File: src/rtl/branch_resolve_unit_if.sv
// Resolve-stage bus between the branch comparator side and the PC mux.
// The master drives the candidate branch; the slave (resolve unit) returns the registered result.
interface branch_resolve_unit_if #(
  parameter int XLEN = 32
);
  logic            in_valid;
  logic [XLEN-1:0] in_pc;
  logic [XLEN-1:0] in_target;
  logic [XLEN-1:0] in1;
  logic [XLEN-1:0] in2;
  logic [4:0]      br_op;
  logic            in_pred_taken;
  logic            flush;

  logic            out_valid;
  logic            out_taken;
  logic            out_mispredict;
  logic [XLEN-1:0] out_redirect_pc;
  logic            out_illegal;

  modport master (
    output in_valid, in_pc, in_target, in1, in2, br_op, in_pred_taken, flush,
    input  out_valid, out_taken, out_mispredict, out_redirect_pc, out_illegal
  );

  modport slave (
    input  in_valid, in_pc, in_target, in1, in2, br_op, in_pred_taken, flush,
    output out_valid, out_taken, out_mispredict, out_redirect_pc, out_illegal
  );
endinterface

File: src/rtl/branch_resolve_unit.sv
// Registered branch resolution with a bimodal 2-bit BHT for fetch prediction
// and saturating branch/mispredict statistics.
module branch_resolve_unit #(
  parameter  int XLEN        = 32,
  parameter  int BHT_ENTRIES = 16,
  parameter  int CNT_W       = 16,
  localparam int IDX_W       = $clog2(BHT_ENTRIES)
) (
  input  logic                clk,
  input  logic                rst,
  input  logic [XLEN-1:0]     fetch_pc,
  output logic                fetch_pred_taken,
  branch_resolve_unit_if.slave br,
  output logic [CNT_W-1:0]    branch_count,
  output logic [CNT_W-1:0]    mispredict_count
);

  logic [1:0]       bht_q [BHT_ENTRIES];
  logic [1:0]       bht_d [BHT_ENTRIES];
  logic             valid_q, valid_d;
  logic             taken_q, taken_d;
  logic             mispredict_q, mispredict_d;
  logic             illegal_q, illegal_d;
  logic [XLEN-1:0]  redirect_q, redirect_d;
  logic [CNT_W-1:0] bcnt_q, bcnt_d;
  logic [CNT_W-1:0] mcnt_q, mcnt_d;

  logic             is_cond;
  logic             cond_legal;
  logic             cond_taken;
  logic             taken;
  logic             mispredict;
  logic             capture;
  logic             bht_upd;
  logic [IDX_W-1:0] wr_idx;
  logic [IDX_W-1:0] rd_idx;
  logic             unused_fetch_bits;

  assign rd_idx            = fetch_pc[IDX_W+1:2];
  assign wr_idx            = br.in_pc[IDX_W+1:2];
  assign unused_fetch_bits = ^{fetch_pc[XLEN-1:IDX_W+2], fetch_pc[1:0]};
  assign fetch_pred_taken  = bht_q[rd_idx][1];

  always_comb begin
    cond_taken = 1'b0;
    cond_legal = 1'b1;
    case (br.br_op[2:0])
      3'b000:  cond_taken = (br.in1 == br.in2);
      3'b001:  cond_taken = (br.in1 != br.in2);
      3'b100:  cond_taken = ($signed(br.in1) <  $signed(br.in2));
      3'b101:  cond_taken = ($signed(br.in1) >= $signed(br.in2));
      3'b110:  cond_taken = (br.in1 <  br.in2);
      3'b111:  cond_taken = (br.in1 >= br.in2);
      default: cond_legal = 1'b0;
    endcase
    is_cond    = (br.br_op[4:3] == 2'b01);
    taken      = br.br_op[4] | (is_cond & cond_taken);
    mispredict = taken ^ br.in_pred_taken;
    capture    = br.in_valid & ~br.flush;
    bht_upd    = capture & is_cond & cond_legal;
  end

  always_comb begin
    valid_d      = capture;
    taken_d      = taken_q;
    mispredict_d = mispredict_q;
    illegal_d    = illegal_q;
    redirect_d   = redirect_q;
    bcnt_d       = bcnt_q;
    mcnt_d       = mcnt_q;
    bht_d        = bht_q;
    if (capture) begin
      taken_d      = taken;
      mispredict_d = mispredict;
      illegal_d    = is_cond & ~cond_legal;
      redirect_d   = taken ? br.in_target : br.in_pc + XLEN'(4);
      if (mispredict && mcnt_q != '1) mcnt_d = mcnt_q + CNT_W'(1);
    end
    if (bht_upd) begin
      if (bcnt_q != '1) bcnt_d = bcnt_q + CNT_W'(1);
      // Only the written entry changes; a same-cycle fetch read sees bht_q.
      if (cond_taken) begin
        if (bht_q[wr_idx] != 2'b11) bht_d[wr_idx] = bht_q[wr_idx] + 2'd1;
      end else begin
        if (bht_q[wr_idx] != 2'b00) bht_d[wr_idx] = bht_q[wr_idx] - 2'd1;
      end
    end
  end

  always_ff @(posedge clk or posedge rst) begin
    if (rst) begin
      valid_q      <= 1'b0;
      taken_q      <= 1'b0;
      mispredict_q <= 1'b0;
      illegal_q    <= 1'b0;
      redirect_q   <= '0;
      bcnt_q       <= '0;
      mcnt_q       <= '0;
      for (int unsigned i = 0; i < BHT_ENTRIES; i++) bht_q[i] <= 2'b01;
    end else begin
      valid_q      <= valid_d;
      taken_q      <= taken_d;
      mispredict_q <= mispredict_d;
      illegal_q    <= illegal_d;
      redirect_q   <= redirect_d;
      bcnt_q       <= bcnt_d;
      mcnt_q       <= mcnt_d;
      bht_q        <= bht_d;
    end
  end

  assign br.out_valid       = valid_q;
  assign br.out_taken       = taken_q;
  assign br.out_mispredict  = mispredict_q;
  assign br.out_illegal     = illegal_q;
  assign br.out_redirect_pc = redirect_q;
  assign branch_count       = bcnt_q;
  assign mispredict_count   = mcnt_q;

endmodule

File: src/flat_wrapper.sv
// flat-port wrapper written by rule: the top's interface ports become plain ports
module branch_resolve_unit_flat 
#(
  parameter  int XLEN        = 32,
  parameter  int BHT_ENTRIES = 16,
  parameter  int CNT_W       = 16,
  localparam int IDX_W       = $clog2(BHT_ENTRIES)
)
  (clk, rst, fetch_pc, fetch_pred_taken, branch_count, mispredict_count, br_in_valid, br_in_pc, br_in_target, br_in1, br_in2, br_br_op, br_in_pred_taken, br_flush, br_out_valid, br_out_taken, br_out_mispredict, br_out_redirect_pc, br_out_illegal);
  branch_resolve_unit_if #(.XLEN(XLEN)) br_i ();
  input  logic clk;
  input  logic rst;
  input  logic [XLEN-1:0] fetch_pc;
  output logic fetch_pred_taken;
  output logic [CNT_W-1:0] branch_count;
  output logic [CNT_W-1:0] mispredict_count;
  input wire logic [$bits(br_i.in_valid)-1:0] br_in_valid;
  input wire logic [$bits(br_i.in_pc)-1:0] br_in_pc;
  input wire logic [$bits(br_i.in_target)-1:0] br_in_target;
  input wire logic [$bits(br_i.in1)-1:0] br_in1;
  input wire logic [$bits(br_i.in2)-1:0] br_in2;
  input wire logic [$bits(br_i.br_op)-1:0] br_br_op;
  input wire logic [$bits(br_i.in_pred_taken)-1:0] br_in_pred_taken;
  input wire logic [$bits(br_i.flush)-1:0] br_flush;
  output wire logic [$bits(br_i.out_valid)-1:0] br_out_valid;
  output wire logic [$bits(br_i.out_taken)-1:0] br_out_taken;
  output wire logic [$bits(br_i.out_mispredict)-1:0] br_out_mispredict;
  output wire logic [$bits(br_i.out_redirect_pc)-1:0] br_out_redirect_pc;
  output wire logic [$bits(br_i.out_illegal)-1:0] br_out_illegal;
  assign br_i.in_valid = br_in_valid;
  assign br_i.in_pc = br_in_pc;
  assign br_i.in_target = br_in_target;
  assign br_i.in1 = br_in1;
  assign br_i.in2 = br_in2;
  assign br_i.br_op = br_br_op;
  assign br_i.in_pred_taken = br_in_pred_taken;
  assign br_i.flush = br_flush;
  assign br_out_valid = br_i.out_valid;
  assign br_out_taken = br_i.out_taken;
  assign br_out_mispredict = br_i.out_mispredict;
  assign br_out_redirect_pc = br_i.out_redirect_pc;
  assign br_out_illegal = br_i.out_illegal;
  branch_resolve_unit #(.XLEN(XLEN), .BHT_ENTRIES(BHT_ENTRIES), .CNT_W(CNT_W)) u_core (.clk(clk), .rst(rst), .fetch_pc(fetch_pc), .fetch_pred_taken(fetch_pred_taken), .br(br_i), .branch_count(branch_count), .mispredict_count(mispredict_count));
endmodule
File: config.mk
export PLATFORM = sky130hd
export DESIGN_NAME = branch_resolve_unit_flat
export DESIGN_NICKNAME = d
export VERILOG_FILES = /design/src/rtl/branch_resolve_unit_if.sv /design/src/rtl/branch_resolve_unit.sv /design/src/flat_wrapper.sv
export SDC_FILE = /design/constraint.sdc
export NUM_CORES = 1
export LEC_CHECK = 0
export CAP_MARGIN = 30
export CORE_ASPECT_RATIO = 2
export CORE_MARGIN = 2
export CORE_UTILIZATION = 46
export CTS_CLUSTER_SIZE = 30
export DETAILED_ROUTE_END_ITERATION = 8
export PLACE_DENSITY_LB_ADDON = 0.1
export SLEW_MARGIN = 20
export SYNTH_ARGS = -nofsm -noshare
export SYNTH_HDL_FRONTEND = slang
export SYNTH_SLANG_ARGS = --single-unit
File: constraint.sdc
create_clock -name clk -period 4.2 [get_ports clk]
set_input_delay 0.84 -clock clk [delete_from_list [all_inputs] [get_ports clk]]
set_output_delay 0.84 -clock clk [all_outputs]
set_load 0.03 [all_outputs]
---- Word-level counts from Yosys, hierarchy flattened ----
Index checks and enable logic that the tools add are counted.
operators by class
  bitwise logic cells ..................... 11
  multiplexer cells ....................... 16
  equality and inequality tests ........... 12
  $lt $le $gt $ge ......................... 7
  add/sub/neg operators ................... 5
  reduce and logical (&&, ||, !) cells .... 9
operators by type and width
  cell                                                                  count
  32-bit two-way mux                                                    4
  32-bit bitwise mux                                                    2
  32-bit >= comparator                                                  2
  32-bit < comparator                                                   2
  16-bit by 1-bit adder with 16-bit output, second input constant       2
  32-bit by 3-bit adder with 32-bit output, second input constant       1
  32-bit == test                                                        1
  16-bit inequality test, second input constant                         2
  32-bit inequality test                                                1
  2-bit binary-select mux with 4-bit select                             2
  3-bit == test, second input constant                                  4
  5-bit >= comparator, second input constant                            2
  2-bit two-way mux                                                     5
  4-bit NOT with 5-bit output                                           2
  2-bit demux with 4-bit select                                         1
  1-bit one-hot mux with 6 select lines                                 1
  6-bit OR reduction                                                    1
  1-bit AND                                                             5
  5-bit by 1-bit < comparator with 1-bit output, second input constant  1
  2-bit inequality test, second input constant                          2
  2-bit AND reduction                                                   2
  2-bit nonzero test                                                    2
  3-bit by 1-bit == test with 1-bit output, second input constant       1
  3-bit logical NOT                                                     1
  9 further kinds                                                       11
word-level totals
  output and inout bits ................... 69
  flip-flop bits (word level) ............. 100

---- Logic depth before layout (Yosys ltp) ----
  depth in word-level cells ............... 8
  depth in mapped cells ................... 13
  mapped depth without buffers ............ 11

---- Worst setup path before layout ----
OpenSTA, ideal clock, no wires.
  kind .................................... input -> register
  start point ............................. input port br_in_pc[2]
  end point ............................... register with a tool-made name
  buffers on the path ..................... 2
  path slack .............................. 0.288 ns
  stages .................................. 10
  setup time .............................. 0.085 ns
  data arrival time ....................... 3.827 ns
  path through ............................ clkbuf_1 > mux4_2 > mux2_2 > o21ai_1 > clkinv_1 > ha_1 > mux2i_4 > buf_6 > nand3_1 > mux2_1
RTL lines
  what             line                source
  start, declared  flat_wrapper.sv:18  input wire logic [$bits(br_i.in_pc)-1:0] br_in_pc;

---- Final worst setup path ----
  start point ............................. input port fetch_pc[2]
  end point ............................... output port fetch_pred_taken
between the ends
  word-level cells in the longest chain between the ends .. 4
ends and longest elaborated chain
  what                                                   line                       source
  start, declared                                        flat_wrapper.sv:13         input logic [XLEN-1:0] fetch_pc;
  4-bit NOT with 5-bit output (not written as such)      branch_resolve_unit.sv:42  assign fetch_pred_taken = bht_q[rd_idx][1];
  2-bit binary-select mux with 4-bit select              branch_resolve_unit.sv:42
  2-bit two-way mux (not written as such) (2 in series)  branch_resolve_unit.sv:42
  end, declared                                          flat_wrapper.sv:14         output logic fetch_pred_taken;
No other way between the ends. The select of a mux whose other input is x is not followed.

==> impl_metrics.yaml <==
yosys:
  ys_seq_area_share_pct: 37.7
  synth_edf_count: 0
  synth_top_area_share_pct: 31.4
  synth_nets: 910
  ys.flop_type: "dfrtp_1"
  synth_seq_cells: 100
  syn_area_per_cell_um2: 9.56
  synthArstFlopShare_pct: 100
  synthDistinctLibCells: 59
  synth_cells: 700
  ys.warnings.count: 0
  netlist_area_mm2: 0.00670
  synth.largest_area_cell: "dfrtp_1"
  yosys-top-cells-area: "dfrtp_1 (31%), ha_1 (7.5%), dfstp_2 (6.3%)"
clocking:
  root_buffer: "clkbuf_16"
  cts.sinks: 100
  clk_path_buf_depth: 2
  htreeDepth: 3
  clk_pin_slew_worst_paths_ps: 70
  insertion_delay_ps: 350
  cts_tree: "done"
  cts_buffers: 9
  cts_hold_buffers: 0
floorplanning:
  die_x_um: 89.3
  fp.coreArea_mm2: 0.0143
  pin_count: 239
  die_h_um: 175
  core.rowCount: 62
  dieArea_mm2: 0.0156
  start_util_pct: 46.9
layout:
  mostFrequentLayoutCell: "clkdlybuf4s50_1"
  final_area_mm2: 0.00949
  layout_common_cells: "clkdlybuf4s50_1 (210), dfrtp_1 (84), nand2_1 (79), inv_1 (46), xnor2_1 (44)"
  drive_above_1_share_pct: 11.0
  utilization_pct: 66.5
  seqCellArea_mm2: 0.00252
  multi_input_area_mm2: 0.00385
  areaGrowthSynthToFinish_pct: 41.7
  fill_cells: 1244
  nets: 1133
critical_path:
  critPathKind: "input port to output pin"
  path_cells: "clkdlybuf4s50_1 -> mux4_2 -> mux4_2 -> clkdlybuf4s50_1"
  critPathMaxFanout: 4
  slowest_stage: "clkdlybuf4s50_1"
  endpoint_kind: "output pin"
  crit_family: "buffers and inverters"
  worst_ep_arrival_time_ps: 3220
  cp_data_required_time_ps: 3360
  startpoint: "fetch_pc[2]"
  slowest_delay_ps: 670
  worst-path-buf-inv: 2
  cp-start-kind: "input port"
sta:
  skew_ps: 9.62
  fin_crit_ps: 4060
  worst_slew_pin_slew_ps: 760
  slew_violations: 0
  fin_crit_sh_pct: 96.7
  fmax_mhz: 246
  relSlewSlack_pct: 49.3
  rsz0062_at_grt: "false"
  hold_violations: 0
  setup_viol: 0
job:
  cap_viol_max_count: 0
drt:
  drt_iter0_drc: 334
  drc: 0
  drt-total-wl_um: 19300
  drt-pass1-iter-count: 5
  via_per_inst: 5.52
  vias: 6193
  wl_per_cell_um: 17.2
  ant_nets: 0
grt:
  track_usage_pct: 25.4
  grt_max_degree: 73
  antenna_found_initial: 1
  grt_overflow: 0
  grt_pass1_vias: 6471
  grt_first_pass_wirelength_um: 30900
place:
  hpwl_um: 15300
  portBuffers: 210
  globalplace.congestion: 0.909
  place_area_mm2: 0.00919
power_and_ir_drop:
  peakVddDrop_mv: 0.253
  power_density_mw_per_mm2: 310
  total_leakage_power_nw: 4.09
  p_total_w: 0.00294
min_path:
  worstHoldStart: "u_core.br.out_mispredict"
  min_path_type: "register to register"
outcome:
  outcome: "finished clean"
==> worst paths after layout <==
check	endpoint	slack, ps	cells past startpoint
max in group asynchronous	u_core.br.out_redirect_pc[2]	2500	3
hold reg to reg	u_core.br.out_mispredict	480	1
setup reg to reg	u_core.bht_q[15]	1470	8
hold / removal	u_core.br.out_mispredict	480	1
setup / recovery	fetch_pred_taken	140	4
min in group asynchronous	u_core.branch_count[14]	1000	2
==> through the flow <==
| step | worst slack [ps] | hold slack [ps] | cells | setup TNS [ps] |
|---|---|---|---|---|
| 6_report | 138 | 479 | 1121 | 0 |
| 5_1_grt | 84.6 | 506 | 1121 | 0 |
| 2_1_floorplan | 288 | 524 | 700 | 0 |
| 3_5_place_dp | -126 | 465 | 1103 | -1030 |
| 3_3_place_gp | -10.8 | 463 | 1103 | -28.5 |
| 4_1_cts | 161 | 481 | 1119 | 0 |
==> repair_timing <==
item / 4_1_cts / 5_1_grt
setup buffers: 0 / 1
resized for setup: 0 / 1
endpoints found under the setup margin: 0 / 3
==> cells in the mapped netlist (all sizes together), types with 2 or more instances <==
cell type and instances:
dfrtp 84, nand2 79, inv 47, xnor2 44, ha 40, o21ai 38, a21oi 34, mux2i 34
nor2 30, and3 27, nand3 27, clkbuf 22, nand4 19, dfstp 16, mux2 16, a211oi 14
mux4 14, xor2 13, nor3 12, a31oi 11, a41oi 10, buf 9, and2 8, nor2b 7
a21o 6, o2bb2ai 6, nand2b 5, nand3b 4, and4 3, nor3b 2, o22ai 2, o32ai 2
==> layout make-up <==
cell class              count  share of cell area (%)
flip-flops and latches    100                    26.6
diodes                      1                  0.0264
clock inverters             6                   0.488
well taps                 192                    2.53
multi-input cells         521                    40.6
repair buffers            243                    25.4
clock buffers              10                    2.41
inverters                  48                    1.92
==> layer usage <==
metal	GRT usage [%]	vias up	part of all wire, %
met5	0	-	0
li1	-	2948	-
met1	26.2	2938	35
met3	4.35	58	5.6
met2	46.8	249	54
met4	12.8	0	4.7
==> report_power, final <==
part           switching, W  internal, W
Clock              0.000393     0.000408
Sequential        0.0000852      0.00108
Combinational      0.000512     0.000469
Total              0.000990      0.00195
==> kinds of logic after synthesis <==
| group | after synthesis | synth area share [%] |
|---|---|---|
| multiplexers | 64 | 12.7 |
| AND/OR/NAND/NOR | 229 | 17.2 |
| AO/OA/AOI/OAI | 131 | 12.7 |
| flip-flops | 100 | 37.7 |
| XOR/XNOR | 57 | 7.46 |
| buffers and inverters | 79 | 4.88 |
| adder cells (fa/ha/maj) | 40 | 7.48 |
Note: power is estimated with default switching activity, not from simulation.
